File: src/rtl/mixer_pkg.sv
// Shared types and constants for the time-multiplexed channel mixer family.
package mixer_pkg;

   typedef enum logic [1:0] {IDLE, ACCUM, DONE} mixer_state_t;

   typedef enum logic {MODE_SAT = 1'b0, MODE_SCALE = 1'b1} mixer_mode_t;

   // Right shift that normalises a full-scale sum of num_ch channels in SCALE mode.
   function automatic int unsigned scale_sh(input int unsigned num_ch);
      return $clog2(num_ch);
   endfunction

endpackage

File: src/rtl/mixer_saturate.sv
// Combinational unsigned clip of an IN_W-bit value into OUT_W bits.
module mixer_saturate #(
   parameter int unsigned IN_W  = 12,
   parameter int unsigned OUT_W = 8
) (
   input  logic [IN_W-1:0]  din,
   output logic [OUT_W-1:0] dout
);

   if (IN_W > OUT_W) begin : g_clip
      localparam logic [IN_W-1:0] MAX_VAL = {{(IN_W-OUT_W){1'b0}}, {OUT_W{1'b1}}};
      assign dout = (din > MAX_VAL) ? {OUT_W{1'b1}} : din[OUT_W-1:0];
   end else begin : g_pass
      assign dout = OUT_W'(din);
   end

endmodule

File: src/rtl/signal_mixer_seq.sv
// Time-multiplexed channel mixer: snapshots all channels on a strobe, then adds one
// channel per clock and presents the clipped or scaled sum with a one-cycle valid pulse.
module signal_mixer_seq
   import mixer_pkg::*;
#(
   parameter int unsigned NUM_CH   = 12,
   parameter int unsigned SAMPLE_W = 8,
   parameter int unsigned OUT_W    = 8,
   parameter int unsigned ACC_W    = SAMPLE_W + $clog2(NUM_CH)
) (
   input  logic                clk,
   input  logic                nrst,
   input  logic                sample_strobe,
   input  logic [SAMPLE_W-1:0] samples_in [NUM_CH],
   input  logic [NUM_CH-1:0]   sample_enable,
   input  logic [1:0]          atten [NUM_CH],
   input  logic                mode,
   output logic [OUT_W-1:0]    sample_out,
   output logic                out_valid,
   output logic                busy,
   output logic                overrun
);

   localparam int unsigned IDX_W    = $clog2(NUM_CH);
   localparam int unsigned SCALE_SH = scale_sh(NUM_CH);

   mixer_state_t state_q, state_d;

   logic [IDX_W-1:0]    idx_q;
   logic [ACC_W-1:0]    acc_q;
   logic [SAMPLE_W-1:0] snap_sample [NUM_CH];
   logic [1:0]          snap_atten  [NUM_CH];
   logic [NUM_CH-1:0]   snap_enable;
   mixer_mode_t         snap_mode;

   logic                last_ch;
   logic [SAMPLE_W-1:0] chan_val;
   logic [ACC_W-1:0]    addend;
   logic [ACC_W-1:0]    mix_val;
   logic [OUT_W-1:0]    sat_val;

   assign busy     = (state_q != IDLE);
   assign last_ch  = (idx_q == IDX_W'(NUM_CH - 1));
   assign chan_val = snap_sample[idx_q] >> snap_atten[idx_q];
   assign addend   = snap_enable[idx_q] ? ACC_W'(chan_val) : '0;
   assign mix_val  = (snap_mode == MODE_SCALE) ? (acc_q >> SCALE_SH) : acc_q;

   mixer_saturate #(
      .IN_W  (ACC_W),
      .OUT_W (OUT_W)
   ) u_saturate (
      .din  (mix_val),
      .dout (sat_val)
   );

   always_ff @(posedge clk or negedge nrst) begin
      if (!nrst) begin
         state_q <= IDLE;
      end else begin
         state_q <= state_d;
      end
   end

   always_comb begin
      state_d = state_q;
      case (state_q)
         IDLE:    if (sample_strobe) state_d = ACCUM;
         ACCUM:   if (last_ch) state_d = DONE;
         DONE:    state_d = IDLE;
         default: state_d = IDLE;
      endcase
   end

   always_ff @(posedge clk or negedge nrst) begin
      if (!nrst) begin
         idx_q       <= '0;
         acc_q       <= '0;
         snap_enable <= '0;
         snap_mode   <= MODE_SAT;
         for (int i = 0; i < NUM_CH; i++) begin
            snap_sample[i] <= '0;
            snap_atten[i]  <= '0;
         end
         sample_out  <= '0;
         out_valid   <= 1'b0;
         overrun     <= 1'b0;
      end else begin
         out_valid <= (state_q == DONE);
         // A strobe seen while busy (including the DONE cycle) is dropped.
         overrun   <= sample_strobe && busy;
         case (state_q)
            IDLE: begin
               if (sample_strobe) begin
                  snap_sample <= samples_in;
                  snap_atten  <= atten;
                  snap_enable <= sample_enable;
                  snap_mode   <= mixer_mode_t'(mode);
                  acc_q       <= '0;
                  idx_q       <= '0;
               end
            end
            ACCUM: begin
               acc_q <= acc_q + addend;
               idx_q <= idx_q + IDX_W'(1);
            end
            DONE: begin
               sample_out <= sat_val;
            end
            default: ;
         endcase
      end
   end

endmodule

File: config.mk
export PLATFORM = sky130hd
export DESIGN_NAME = signal_mixer_seq
export DESIGN_NICKNAME = d
export VERILOG_FILES = /design/src/rtl/mixer_pkg.sv /design/src/rtl/mixer_saturate.sv /design/src/rtl/signal_mixer_seq.sv
export SDC_FILE = /design/constraint.sdc
export NUM_CORES = 1
export LEC_CHECK = 0
export BUFFER_PORTS_ARGS = -buffer_cell sky130_fd_sc_hd__buf_2
export CORE_AREA = 2 2 112 136
export DETAILED_ROUTE_END_ITERATION = 12
export DIE_AREA = 0 0 114 138
export PLACE_DENSITY = 0.78
export REMOVE_ABC_BUFFERS = 1
export SYNTH_ARGS = -nofsm -noshare
export SYNTH_HDL_FRONTEND = slang
export SYNTH_SLANG_ARGS = --single-unit
File: constraint.sdc
create_clock -name clk -period 11 [get_ports clk]
set_clock_uncertainty 0.1 [all_clocks]
set_input_delay 0.55 -clock clk [delete_from_list [all_inputs] [get_ports clk]]
set_output_delay 0.55 -clock clk [all_outputs]
set_load 0.1 [all_outputs]
=== Word level (Yosys, flattened, before mapping) ===
Index checks and enable logic that the tools add are counted.

* Flip-flop bits (word level): 161
* Input port bits: 136
* Output and inout port bits: 11
* Logic and storage cells: 69

* Add/subtract/negate cells: 2
* Magnitude comparators: 3
* Equal/unequal tests: 5
* Shift-type cells: 1
* Mux-type cells: 18
* Bitwise operators: 1
* Reduce and logical (&&, ||, !) cells: 7

{| class="wikitable"
|+ Operator list
! cell !! count
|-
| binary-select mux 8 bit (select 4 bit) || 1
|-
| two-way mux 8 bit || 4
|-
| two-way mux 12 bit || 2
|-
| one-hot mux 12 bit (2 select lines) || 1
|-
| adder 12 x 8 -> 12 bit || 1
|-
| greater-than comparator 12 x 8 -> 1 bit, second input constant || 1
|-
| binary-select mux 2 bit (select 4 bit) || 1
|-
| two-way mux 2 bit || 4
|-
| one-hot mux 4 bit (2 select lines) || 1
|-
| >> shifter 8 x 2 -> 8 bit || 1
|-
| AND reduction 2 bit || 3
|-
| >= comparator 5 bit, second input constant || 1
|-
| less-than comparator 4 x 5 -> 1 bit, second input constant || 1
|-
| NOT 4 -> 5 bit || 1
|-
| adder 4 x 1 -> 4 bit, second input constant || 1
|-
| binary-select mux 1 bit (select 4 bit) || 1
|-
| equality test 4 bit, second input constant || 1
|-
| two-way mux 4 bit || 1
|-
| != test 2 bit, second input constant || 2
|-
| one-hot mux 2 bit (2 select lines) || 1
|-
| nonzero test 2 bit || 2
|-
| equality test 2 x 1 -> 1 bit, second input constant || 1
|-
| equality test 2 bit, second input constant || 1
|-
| zero test 2 bit || 1
|-
| 2 further kinds || 2
|}

=== Depth between registers and ports, before layout ===
Gate-level depths: netlist of the first run.

* Word-level depth: 8
* Gate-level depth with buffers: 17
* Depth with buffers taken out: 14

=== Hierarchy ===
Synthesis of the first run repeated with hierarchy kept, for this count alone.

* Cell total of the unflattened synthesis: 849
* Area total of the unflattened synthesis: 7922.6 um^2

{| class="wikitable"
|+ By module, submodules not included
! module !! times used !! cells an instance !! area an instance (um^2) !! sequential area each (um^2)
|-
| signal_mixer_seq || 1 || 840 || 7851.3 || 4028.9
|-
| mixer_saturate || 1 || 9 || 71.3 || 0.0
|}

=== Worst setup path before layout of the first run ===
Ideal clock, no wire load.

* Kind: reg2reg
* From: register idx_q[0]
* To: register acc_q[8]
* Arrival time: 3.710 ns
* Setup slack: 7.121 ns
* Stages on the path, launching flop included: 17
* Buffers on the path: 3
* Path through: dfrtp_1 buf_6 buf_12 buf_12 mux4_2 mux2i_1 a2bb2oi_1 o21ai_0 a22o_1 ha_1 fa_1 a21o_1 a21oi_1 o21ba_2 o21ai_1 or4b_2 nand3_1

* Longest elaborated chain between the ends: 8
* Elaborated cells on any way between the ends: 13
* Those cells by class: 1 x add/sub; 1 x shift; 10 x mux; 1 x bitwise

{| class="wikitable"
|+ RTL lines
! what !! line !! RTL
|-
| start: declaration || signal_mixer_seq.sv:29 || <nowiki>logic [IDX_W-1:0] idx_q;</nowiki>
|-
| start signal: assignment || signal_mixer_seq.sv:104 || <nowiki>idx_q <= idx_q + IDX_W'(1);</nowiki>
|-
| NOT 4 -> 5 bit (implied by the code) || signal_mixer_seq.sv:44 || <nowiki>assign chan_val = snap_sample[idx_q] >> snap_atten[idx_q];</nowiki>
|-
| binary-select mux 8 bit (select 4 bit) / binary-select mux 2 bit (select 4 bit) (equally long branches) || signal_mixer_seq.sv:44 ||
|-
| two-way mux 8 bit (implied by the code) / two-way mux 2 bit (equally long branches) (2 in series) || signal_mixer_seq.sv:44 ||
|-
| >> shifter 8 x 2 -> 8 bit || signal_mixer_seq.sv:44 ||
|-
| two-way mux 8 bit * || signal_mixer_seq.sv:45 || <nowiki>assign addend = snap_enable[idx_q] ? ACC_W'(chan_val) : '0;</nowiki>
|-
| adder 12 x 8 -> 12 bit * || signal_mixer_seq.sv:103 || <nowiki>acc_q <= acc_q + addend;</nowiki>
|-
| one-hot mux 12 bit (2 select lines) * || signal_mixer_seq.sv:91 || <nowiki>case (state_q)</nowiki>
|-
| end signal: assignment || signal_mixer_seq.sv:103 ||
|-
| end: declaration || signal_mixer_seq.sv:30 || <nowiki>logic [ACC_W-1:0] acc_q;</nowiki>
|}

Every way passes the cells marked *; elsewhere a longest branch is shown, timed or not. The select of a mux whose other input is x is not followed.
A chain may end at the register's enable or synchronous reset.

=== Worst setup path in the final report of the first run ===
* From: register idx_q[2]
* To: register acc_q[8]

The elaborated chain is that of the path after synthesis.

==> results of run 1 <==
## worst max-delay path by stage
stage,end,startpoint,cells past startpoint,slack [ps]
floorplan,acc_q[8],idx_q[0],13,5960
global placement,acc_q[8],idx_q[0],14,6520
detailed placement,acc_q[8],idx_q[0],14,6370
CTS,acc_q[8],idx_q[0],14,6330
global route,acc_q[8],idx_q[2],12,6080
finish,acc_q[8],idx_q[2],12,6330
## routing by layer
layer  vias to the layer above  track usage [%]  routed length (µm)
met5                         -                0                   0
met4                         0             9.76                 522
met2                       178             38.6                8990
met1                      2939             31.4                7490
met3                        40             5.26                 834
li1                       3039                -                   -
## worst reg2reg max path: stages, from the launching register on
cell	delay [ps]
dfrtp_1	660
nor2b_1	990
a22oi_4	320
mux2i_1	210
a22o_1	260
ha_1	210
fa_1	410
a21o_1	180
a21oi_1	240
o21ba_2	180
o21ai_1	110
or4b_2	630
nand3_1	100
## cell families (layout without fill, tap and decap cells)
group	Yosys count	count (layout)
xor+xnor	4	4
compound gates	75	75
buf+inv	59	192
mux	53	53
simple gates	485	485
flops	161	161
fa+ha+maj	10	10
## power groups by stage
| stage | combinational, mW | clock, mW | sequential, mW |
|---|---|---|---|
| global placement | 1.22 | 0 | 1.06 |
| floorplan | 0.925 | 0 | 1.09 |
| CTS | 1.28 | 0.569 | 1.06 |
| global route | 1.42 | 0.595 | 1.09 |
| finish | 1.27 | 0.562 | 1.06 |
| detailed placement | 1.27 | 0 | 1.06 |
## state kept, by name, summed over array words and instances, names as in the netlist
name,flops
snap_mode,1
snap_enable,12
acc_q,12
out_valid,1
snap_sample,96
sample_out,8
state_q,2
overrun,1
idx_q,4
snap_atten,24
## cell usage after synthesis (all sizes together) (2+ instances only)
cell type / count / area, µm²
nor3b: 3 / 22.5
a221oi: 5 / 50.0
nand2: 427 / 1600
mux2: 4 / 45.0
nand3b: 3 / 22.5
a311oi: 2 / 17.5
o21ai: 25 / 125
o21bai: 2 / 15.0
mux2i: 23 / 230
a21o: 2 / 15.0
a21oi: 14 / 73.8
mux4: 26 / 619
nor2: 11 / 41.3
inv: 7 / 26.3
a22oi: 5 / 51.3
clkbuf: 38 / 143
nor3: 4 / 20.0
buf: 13 / 114
and3: 3 / 18.8
nand2b: 9 / 63.8
xnor2: 4 / 35.0
a22o: 5 / 43.8
nand4: 2 / 12.5
ha: 9 / 113
nand3: 11 / 55.1
o22ai: 9 / 56.3
and2: 3 / 18.8
dfrtp: 161 / 4030
nor2b: 5 / 31.3
## layout make-up
class / instances / area [µm²] / share of cell area [%]
tap: 178 / 223 / 2.43
clock inverter: 13 / 114 / 1.24
multi-input combinational: 627 / 3520 / 38.4
clock buffer: 19 / 453 / 4.95
sequential: 161 / 4030 / 44.1
inverter: 8 / 30.0 / 0.328
timing repair buffer: 152 / 782 / 8.55
==> out/results.ini, run 1 <==
[placement]
place.gp.congestion=0.882
place_ws_ps=6370
place_area_um2=8580
dp_hpwl_um=12000
portBuffers=146
placed_cells=1126

[sta]
setup_tns_ps=0
fin_crit_ps=4670
finalSetupViolCount=0
fin_hold_ws_ps=85.3
finalHoldViolations=0
slew-limit-headroom_pct=26.1
worst_slack_ps=6330
fmax_ghz=0.214
slew_violations=0
fin_crit_sh_pct=42.5
grt_setup_unrepaired=false
tightest_slew_ps=1110

[cells_and_area]
layout_common_cells=nand2_1 (426), dfrtp_1 (160), buf_2 (145)
num-nets-final=1113
fillCellCount=1231
area_growth_pct=17.0
final_common_cell=nand2_1
fin_area_um2=9150
insertedDiodeCount=0
drive_above_1_share_pct=21.8
stdcell_count=1158
final_util_pct=62.7

[detailed_routing]
ant_nets=0
routed_wl_um=17800
wl_per_cell_um=15.4
drt_pre_antenna_iters=5
drc=0
viasPerCell=5.35
vias=6196
drtIter0Drc=357

[power]
report.power.total_mw=2.90
clockPowerShare_pct=19.4
pwr-share-seq_pct=36.6
p_leak_nw=4.84
irDropWorstVdd_v=0.000143
netSwitchingFraction_pct=40.0
p_int_mw=1.74
powerDensity_nw_per_um2=317
p_switching_mw=1.16
combPwrFrac_pct=44.0

[synth]
synth_compound_area_share_pct=6.40
synth_adder_area_share_pct=1.70
synth_area_um2=7820
synth_top_family_by_area=simple AND/OR/NAND/NOR gates
synthCells=847
synth_cell_types=51
yosysSeqAreaShare_pct=51.5
ys_ff_latch=161
ys_async_sr_fraction_pct=100
synth_edf_count=0
synth_area_per_cell_um2=9.23
synth_ff_type=dfrtp_1
synth-simple-area-share_pct=24.8
synth_xor_area_share_pct=0.448
synth_mux_area_share_pct=11.4
yosysWarnings=0

[worst_setup_path]
path_max_fanout=19
rrSetupSlack_ps=6330
crit_family=simple AND/OR/NAND/NOR gates
crit_required_ps=11270
cp_cell_sequence=nor2b_1 -> a22oi_4 -> mux2i_1 -> a22o_1 -> ha_1 -> fa_1 -> a21o_1 -> a21oi_1 -> o21ba_2 -> o21ai_1 -> or4b_2 -> nand3_1
cp-start-kind=flop
rr_endpoint=acc_q[8]
end_kind=flop
r2r-start=idx_q[2]
path_class=reg2reg
critPathSlowestCell=nor2b_1
reg2reg_depth=12
critical_path.max_stage_delay_ps=980
critPathBufInv=0
crit_arrival_ps=4940

[clock_network]
clockRootBuffer=clkbuf_16
clkTransAtPathRegs_ps=60
clkLatencyLatePin_ps=430
clock-sinks=161
cts_tree=yes
cts_buffers=17
postCtsResizedCells=0
cts_buffer_depth=2
ctsHoldBuffers=0
cts_setup_buffers=0
htree_levels=4

[floorplanning]
die_width_um=114
io_pins=147
die_area_um2=15700
rows=49
core_region_area_um2=14600
die_h_um=138
start_util_pct=53.6

[global_routing]
grt_max_degree=100
globalRoute.totalOverflow=0
grtUsageTotal_pct=23.9
first_global_vias=6094
grt_pass1_wl_um=29300
antenna_found_initial=0

[job]
cap_viol_max_count=0

[outcome]
outcome=completed

[min_path]
hold_path.class=in2async

Power figures use the tool's default switching activity.
==> run 2, diff against run 1 <==
Clock period 11 ns to 4.8 ns, I/O delays scaled along.
==> run 2 against run 1 <==
Combinational power increased by 140%. Register-to-register slack lost 5900 ps. Cell count grew 12%. Routed wire length grew 23%. Die area stayed put. Maximum frequency is 5.8% higher. Clock power grew 120%. Worst setup slack got worse by 5900 ps. Sequential share of layout area fell by 5.9 points. Critical path type unchanged. Largest power group unchanged.
==> out/results.ini, run 2 (synthesis gave the netlist of run 1 again) <==
[outcome]
outcome=completed

[power]
pwr-share-seq_pct=36.2
p_int_mw=4.08
report.power.total_mw=6.84
netSwitchingFraction_pct=40.3
powerDensity_nw_per_um2=648
p_leak_nw=5.44
combPwrFrac_pct=45.5
clockPowerShare_pct=18.4
irDropWorstVdd_v=0.000349
p_switching_mw=2.75

[global_routing]
grt_max_degree=107
first_global_vias=7390
grtUsageTotal_pct=29.1
antenna_found_initial=0
globalRoute.totalOverflow=0
grt_pass1_wl_um=35800

[worst_setup_path]
crit_required_ps=5060
r2r-start=idx_q[0]
path_max_fanout=23
end_kind=flop
rr_endpoint=acc_q[8]
rrSetupSlack_ps=380
crit_arrival_ps=4680
critical_path.max_stage_delay_ps=620
crit_start=idx_q[0]
setup.worst_path.end=acc_q[8]
reg2reg_depth=15
cp_cell_sequence=buf_12 -> mux4_1 -> mux2i_1 -> nor2_1 -> a21oi_1 -> nor2_1 -> a22o_1 -> ha_1 -> fa_1 -> a21o_1 -> a21oi_1 -> o21ba_2 -> o21ai_1 -> or4b_2 -> nand3_1
path_class=reg2reg
cp-start-kind=flop
critPathSlowestCell=or4b_2

[sta]
fin_crit_ps=4420
grt_setup_unrepaired=false
tightest_slew_ps=1100
slew_violations=0
fin_hold_ws_ps=305
fmax_ghz=0.226
fin_crit_sh_pct=92.0
setup_tns_ps=0
finalHoldViolations=0
finalSetupViolCount=0
slew-limit-headroom_pct=26.3

[floorplanning]
die_area_um2=15700
rows=49
die_h_um=138
io_pins=147
core_region_area_um2=14600
die_width_um=114
start_util_pct=53.6

[detailed_routing]
drtIter0Drc=609
ant_nets=0
drc=0
vias=7132
routed_wl_um=22000
wl_per_cell_um=16.9
viasPerCell=5.49
drt_pre_antenna_iters=5

[clock_network]
clock-sinks=161
cts_buffers=17
postCtsResizedCells=0
clkLatencyLatePin_ps=430
htree_levels=4
cts_buffer_depth=2
clkTransAtPathRegs_ps=60
cts_tree=yes
cts_setup_buffers=0
clockRootBuffer=clkbuf_16

[cells_and_area]
largest_reg_flops=96
insertedDiodeCount=0
layout_common_cells=nand2_1 (426), dfrtp_1 (160), buf_2 (145)
drive_above_1_share_pct=19.6
largest_registers=snap_sample x96, snap_atten x24
final_util_pct=72.3
final_common_cell=nand2_1
top_register=snap_sample
area_growth_pct=34.9
num-nets-final=1257
stdcell_count=1300

[job]
cap_viol_max_count=0

[min_path]
hold_path.class=in2async

[placement]
dp_hpwl_um=12600
portBuffers=146
placed_cells=1135
place.gp.congestion=0.844

-- run 2: cell types whose count changed in the layout (fill, tap and decap cells not counted), moves of 2 or more --
cell           before  now
dlygate4sd3_1       0  135
buf_4               6   14
clkbuf_8            2    4
clkinv_2            4    2
-- run 2: area by class of cell --
class,instances,area (µm²)
multi-input cells,627,3520
well taps,178,223
clock inverters,8,57.6
fillers,1015,4040
inverters,8,30.0
clock buffers,22,484
flip-flops and latches,161,4030
repair buffers,296,2210
-- run 2: critical path: cells and delay by family, from the launching register on --
| family | cells | cell delay, ps |
|---|---|---|
| mux | 2 | 750 |
| compound gates | 6 | 1110 |
| fa+ha+maj | 2 | 620 |
| buf+inv | 1 | 250 |
| simple gates | 4 | 910 |
| flops | 1 | 610 |
-- run 2: metrics by stage --
stage,setup WS [ps],instance area (µm²)
floorplan,-235,7560
global placement,559,8660
detailed placement,417,8660
CTS,388,10600
global route,170,10600
finish,383,10600
-- run 2: repair_timing --
action                     4_1_cts  5_1_grt
hold endpoints to repair       205        0
setup endpoints to repair        0        0
hold buffers                   135        0
-- run 2: power groups by stage --
| stage | Clock, mW | Sequential [mW] | Combinational [mW] |
|---|---|---|---|
| 2_1_floorplan | 0 | 2.49 | 2.12 |
| 3_3_place_gp | 0 | 2.45 | 2.85 |
| 3_5_place_dp | 0 | 2.45 | 2.96 |
| 4_1_cts | 1.26 | 2.44 | 3.06 |
| 5_1_grt | 1.32 | 2.53 | 3.45 |
| 6_report | 1.26 | 2.47 | 3.11 |
-- run 2: worst min path at each step --
stage                            to
CTS                  snap_sample[9]
floorplan                  acc_q[0]
detailed placement  snap_sample[41]
finish              snap_sample[41]
global route        snap_sample[41]
global placement    snap_sample[73]
-- run 2: per-layer routing --
layer	global-route usage (%)	wire length [µm]
met5	0	0
met1	36.7	8630
met2	48.3	11300
met3	5.39	1170
met4	13.9	892
